--- src/rtl/fmac_pkg.sv ---
// Shared definitions for the fmac result path: FloPoCo word geometry, exception codes,
// and the one-hot state encoding of the result drain FSM.
package fmac_pkg;

    localparam int FMAC_WE = 8;
    localparam int FMAC_WF = 23;
    localparam int FMAC_W  = FMAC_WE + FMAC_WF + 3;

    localparam logic [1:0] EXC_ZERO   = 2'b00;
    localparam logic [1:0] EXC_NORMAL = 2'b01;
    localparam logic [1:0] EXC_INF    = 2'b10;
    localparam logic [1:0] EXC_NAN    = 2'b11;

    typedef enum logic [1:0] {
        S_IDLE  = 2'b01,
        S_DRAIN = 2'b10
    } drain_state_t;

    function automatic logic [15:0] sat_inc16(input logic [15:0] v);
        return (v == 16'hFFFF) ? v : v + 16'd1;
    endfunction

endpackage

--- src/rtl/fmac_result_drain_if.sv ---
// Result stream from the drain: one PE result per beat over valid/ready.
interface fmac_result_drain_if
    import fmac_pkg::*;
#(
    parameter int W     = FMAC_W,
    parameter int IDX_W = 2
);
    logic [W-1:0]     out_data;
    logic [IDX_W-1:0] out_pe_idx;
    logic             out_last;
    logic             out_valid;
    logic             out_ready;

    modport master (
        output out_data, out_pe_idx, out_last, out_valid,
        input  out_ready
    );

    modport slave (
        input  out_data, out_pe_idx, out_last, out_valid,
        output out_ready
    );
endinterface

--- src/rtl/fp_exc_classify.sv ---
// Decodes the 2-bit FloPoCo exception field at the top of a result word.
module fp_exc_classify
    import fmac_pkg::*;
#(
    parameter int W = FMAC_W
) (
    input  logic [W-1:0] word,
    output logic         is_zero,
    output logic         is_normal,
    output logic         is_inf,
    output logic         is_nan
);
    logic [1:0] exc;

    assign exc       = word[W-1:W-2];
    assign is_zero   = (exc == EXC_ZERO);
    assign is_normal = (exc == EXC_NORMAL);
    assign is_inf    = (exc == EXC_INF);
    assign is_nan    = (exc == EXC_NAN);
endmodule

--- src/rtl/fmac_result_drain.sv ---
// Snapshots all PE accumulators on the sequencer's done pulse and streams them out one per beat,
// keeping saturating NaN/Inf tallies so the fmac array can restart while results drain.
module fmac_result_drain
    import fmac_pkg::*;
#(
    parameter int WE      = FMAC_WE,
    parameter int WF      = FMAC_WF,
    parameter int NUM_PES = 4,
    localparam int W      = WE + WF + 3,
    localparam int IDX_W  = (NUM_PES > 1) ? $clog2(NUM_PES) : 1
) (
    input  logic                   clk,
    input  logic                   reset,
    input  logic                   done,
    input  logic [NUM_PES*W-1:0]   pe_r,
    fmac_result_drain_if.master    drain,
    output logic                   busy,
    output logic                   overrun,
    output logic [15:0]            nan_count,
    output logic [15:0]            inf_count
);
    localparam logic [IDX_W-1:0] LAST_IDX = IDX_W'(NUM_PES - 1);

    drain_state_t     state_q, state_d;
    logic [IDX_W-1:0] idx_q, idx_d;
    logic [W-1:0]     snap_q [NUM_PES];
    logic             capture;
    logic             overrun_set;
    logic             valid;
    logic             fire;
    logic             is_last;
    logic             cls_zero, cls_normal, cls_inf, cls_nan;

    assign valid   = (state_q == S_DRAIN);
    assign fire    = valid && drain.out_ready;
    assign is_last = (idx_q == LAST_IDX);

    assign drain.out_valid  = valid;
    assign drain.out_data   = snap_q[idx_q];
    assign drain.out_pe_idx = idx_q;
    assign drain.out_last   = valid && is_last;
    assign busy             = valid;

    always_comb begin
        state_d     = state_q;
        idx_d       = idx_q;
        capture     = 1'b0;
        overrun_set = 1'b0;
        unique case (state_q)
            S_IDLE: begin
                if (done) begin
                    capture = 1'b1;
                    idx_d   = '0;
                    state_d = S_DRAIN;
                end
            end
            S_DRAIN: begin
                if (fire) begin
                    if (is_last) begin
                        // A done landing exactly on the last beat chains the next drain with no bubble.
                        if (done) begin
                            capture = 1'b1;
                            idx_d   = '0;
                        end else begin
                            state_d = S_IDLE;
                        end
                    end else begin
                        idx_d = idx_q + 1'b1;
                    end
                end
                if (done && !(fire && is_last)) begin
                    overrun_set = 1'b1;
                end
            end
            default: begin
                state_d = S_IDLE;
                idx_d   = '0;
            end
        endcase
    end

    always_ff @(posedge clk) begin
        if (reset) begin
            state_q <= S_IDLE;
            idx_q   <= '0;
            overrun <= 1'b0;
        end else begin
            state_q <= state_d;
            idx_q   <= idx_d;
            if (overrun_set) begin
                overrun <= 1'b1;
            end
        end
    end

    always_ff @(posedge clk) begin
        if (reset) begin
            for (int k = 0; k < NUM_PES; k++) begin
                snap_q[k] <= '0;
            end
        end else if (capture) begin
            for (int k = 0; k < NUM_PES; k++) begin
                snap_q[k] <= pe_r[k*W +: W];
            end
        end
    end

    fp_exc_classify #(.W(W)) u_classify (
        .word      (drain.out_data),
        .is_zero   (cls_zero),
        .is_normal (cls_normal),
        .is_inf    (cls_inf),
        .is_nan    (cls_nan)
    );

    always_ff @(posedge clk) begin
        if (reset) begin
            nan_count <= '0;
            inf_count <= '0;
        end else if (fire) begin
            if (cls_nan) begin
                nan_count <= sat_inc16(nan_count);
            end
            if (cls_inf) begin
                inf_count <= sat_inc16(inf_count);
            end
        end
    end
endmodule

--- src/flat_wrapper.sv ---
// flat-port wrapper written by rule: the top's interface ports become plain ports
module fmac_result_drain_flat import fmac_pkg::*;
#(
    parameter int WE      = FMAC_WE,
    parameter int WF      = FMAC_WF,
    parameter int NUM_PES = 4,
    localparam int W      = WE + WF + 3,
    localparam int IDX_W  = (NUM_PES > 1) ? $clog2(NUM_PES) : 1
)
  (clk, reset, done, pe_r, busy, overrun, nan_count, inf_count, drain_out_data, drain_out_pe_idx, drain_out_last, drain_out_valid, drain_out_ready);
  fmac_result_drain_if #(.W((FMAC_W)), .IDX_W((2))) drain_i ();
  input  logic clk;
  input  logic reset;
  input  logic done;
  input  logic [NUM_PES*W-1:0] pe_r;
  output logic busy;
  output logic overrun;
  output logic [15:0] nan_count;
  output logic [15:0] inf_count;
  output wire logic [$bits(drain_i.out_data)-1:0] drain_out_data;
  output wire logic [$bits(drain_i.out_pe_idx)-1:0] drain_out_pe_idx;
  output wire logic [$bits(drain_i.out_last)-1:0] drain_out_last;
  output wire logic [$bits(drain_i.out_valid)-1:0] drain_out_valid;
  input wire logic [$bits(drain_i.out_ready)-1:0] drain_out_ready;
  assign drain_out_data = drain_i.out_data;
  assign drain_out_pe_idx = drain_i.out_pe_idx;
  assign drain_out_last = drain_i.out_last;
  assign drain_out_valid = drain_i.out_valid;
  assign drain_i.out_ready = drain_out_ready;
  fmac_result_drain #(.WE(WE), .WF(WF), .NUM_PES(NUM_PES)) u_core (.clk(clk), .reset(reset), .done(done), .pe_r(pe_r), .drain(drain_i), .busy(busy), .overrun(overrun), .nan_count(nan_count), .inf_count(inf_count));
endmodule
--- config.mk ---
export PLATFORM = sky130hd
export DESIGN_NAME = fmac_result_drain_flat
export DESIGN_NICKNAME = d
export VERILOG_FILES = /design/src/rtl/fmac_pkg.sv /design/src/rtl/fmac_result_drain_if.sv /design/src/rtl/fp_exc_classify.sv /design/src/rtl/fmac_result_drain.sv /design/src/flat_wrapper.sv
export SDC_FILE = /design/constraint.sdc
export NUM_CORES = 1
export LEC_CHECK = 0
export ABC_AREA = 1
export CORE_MARGIN = 5
export CORE_UTILIZATION = 27
export DETAILED_ROUTE_END_ITERATION = 12
export PLACE_DENSITY = 0.56
export SLEW_MARGIN = 20
export SYNTH_ARGS = -nofsm -noshare
export SYNTH_HDL_FRONTEND = slang
export SYNTH_HIERARCHICAL = 1
export SYNTH_SLANG_ARGS = --single-unit
export TNS_END_PERCENT = 20
--- constraint.sdc ---
create_clock -name clk -period 9.35 [get_ports clk]
set_input_delay 1.4025 -clock clk [delete_from_list [all_inputs] [get_ports clk]]
set_output_delay 1.4025 -clock clk [all_outputs]
set_load 0.01 [all_outputs]
==> impl_metrics.ini <==
[critical_path]
reg2reg_depth = 15
crit_buf_inv = 4
cpLargestDelayFamily = buffers and inverters
cp_max_fo = 69
worstSetupStartpointType = flop
cp_cell_sequence = buf_4, inv_2, buf_4, o21ai_0, o22ai_1, clkdlybuf4s50_1
critPathKind = flop to primary output
r2r_setup_slack_ps = 5990
cp.required_ps = 7950
critPathSlowestCell = clkdlybuf4s50_1
end_kind = primary output
r2r-end = u_core/inf_count[11]
crit_path_frequent_cell = buf_4
cpPeakStageDelay_ps = 630
cp.arrival_ps = 3060

[clock_tree]
post_cts.repair.setup_buffers = 0
insertion_delay_ps = 430
cts_tree = done
cts_buffer_depth = 2
htreeDepth = 4
cts-root-buf = clkbuf_16
cts_hold_buf = 0
numCtsBuffers = 17
cts-resized-gates = 0
clkTransAtPathRegs_ps = 80
cts_sinks = 175

[layout]
finalNonFillerCells = 1663
n_antenna_cell = 0
final_layout_size_suffix_gt1_frac = 0.0721
syn_to_final_growth_pct = 34.9
final_area_um2 = 11900
nNetsFinal = 1355

[run_status]
status = complete, no violations

[global_route]
grt_first_pass_wirelength_um = 36400
grtUsageTotal = 0.126
grt_pass1_vias = 6919
grt_max_degree = 78
overflow = 0
antenna_found_initial = 1

[worst_hold_path]
holdCritPathClass = flop to flop
min_from = u_core/overrun
min_delay_path_depth = 2
hold_end = u_core/overrun

[die]
initial_core_util = 0.272
die_area_um2 = 36300
die_x_um = 190
die_h_um = 190
core-area_um2 = 32400
rows = 66
ios = 212

[flow_run]
cap_violations = 0

[timing]
fin_tns_setup_ps = 0
tightestPinTransition_ps = 1040
rsz0062_at_grt = no
timing.final.crit_share = 0.478
whs_ps = 500
clock-skew-final_ps = 17.8
hold_viol = 0
fin_crit_ps = 4460
max_freq_mhz = 224
max-slew-margin-rel = 0.305
layout_setup_ws_ps = 4890
finalSetupViolCount = 0
final_max_slew_viol_count = 0

[power_and_ir_drop]
internal-power_mw = 1.68
p_clk_frac = 0.294
p_leak_nw = 5.07
swShare = 0.306
comb_power_share = 0.244
ir_worst_vdd_uv = 116
p_sw_mw = 0.743
pwr-share-seq = 0.462
p_per_area_nw_per_um2 = 204

[synthesis]
syn_avg_cell_area_um2 = 8.66
yosysWarnings = 6
netlist_area_um2 = 8790
synthCells = 1015
syn_nets = 1161

[detailed_routing]
vias = 6968
first_pass_iters = 4
wl_per_cell_um = 13.6
routed_wl_um = 22600
route.detailed.drc = 0
drt_iter0_drc = 387
viasPerCell = 4.19
final_antenna_net_count = 0

[place]
dp_cells = 1632
postPlaceCellArea_um2 = 11300
io_buffers = 211
gp_congestion = 0.794
hpwl_um = 15400
dp_slack_ps = 4880
-- through the flow --
step	total power, mW	utilization
global route	2.56	0.366
CTS	2.47	0.366
global placement	1.74	0.348
finish	2.42	0.366
detailed placement	1.74	0.348
floorplan	1.47	-
-- power by group through the flow --
stage                     sequential, mW  clock, mW  combinational, mW
final                               1.12      0.712              0.592
after CTS                           1.12      0.740              0.608
after global routing                1.14      0.772              0.655
after detailed placement            1.14          0              0.605
after global placement              1.13          0              0.601
after floorplan                     1.14          0              0.334
-- worst reg2reg max path, cell delays in order (launching register included) --
cell and delay (ps):
dfxtp_2 310, buf_4 340, inv_2 250, buf_4 530
o21ai_0 270, o22ai_1 300, inv_1 70, nor2_1 260
inv_1 130, nor2_1 240, nand3_1 160, nor2_1 170
nand2_1 70, nand2_1 90, inv_1 40, nor2_1 80
-- layer usage --
metal | up-vias | GRT usage | share of wire
li1 | 3555 | - | -
met1 | 3218 | 0.161 | 0.44
met2 | 178 | 0.213 | 0.48
met3 | 15 | 0.0357 | 0.066
met4 | 2 | 0.0298 | 0.0085
met5 | - | 0 | 0.00057
-- worst max-delay path by stage --
stage,from,end,slack [ps],cells past startpoint
after floorplan,reset,u_core/snap_q[0][0],4140,3
after global placement,drain_out_ready,u_core/snap_q[3][29],4930,8
after detailed placement,drain_out_ready,u_core/snap_q[3][29],4880,8
after CTS,flop,drain_out_data[32],4840,6
after global routing,flop,drain_out_data[33],4670,6
final,flop,drain_out_data[32],4890,6
-- area by class of cell --
cell class,count,area [µm²]
clock buffers,17,425
clock inverters,14,163
fillers,3336,20500
inverters,211,792
multi-input cells,585,2880
flip-flops and latches,175,4870
well taps,442,553
repair buffers,219,2170
-- state kept, by name (all words and copies together), names as in the netlist, named ones only --
| register | flops |
|---|---|
| u_core/inf_count | 16 |
| u_core/snap_q | 136 |
| u_core/drain.out_pe_idx | 2 |
| u_core/overrun | 1 |
| u_core/nan_count | 16 |
| u_core/state_q | 2 |
-- cell usage in the layout (no fill, tap or decap), types with 2 or more instances in the layout --
cell type,count
nor2_2,2
o211ai_1,2
xor2_1,7
clkbuf_16,17
nor2_4,40
clkinv_8,4
nand4_1,3
inv_6,4
a21oi_1,12
nor2_1,243
nand2_1,119
nand3_1,38
edfxtp_1,136
dfxtp_1,38
o21ai_0,68
nand2_2,2
o22ai_1,34
ha_1,6
inv_8,4
inv_2,2
clkinv_4,2
nor3_1,4
buf_4,8
clkdlybuf4s50_1,211
inv_1,208
No activity file was read; power rests on OpenSTA's default activity.
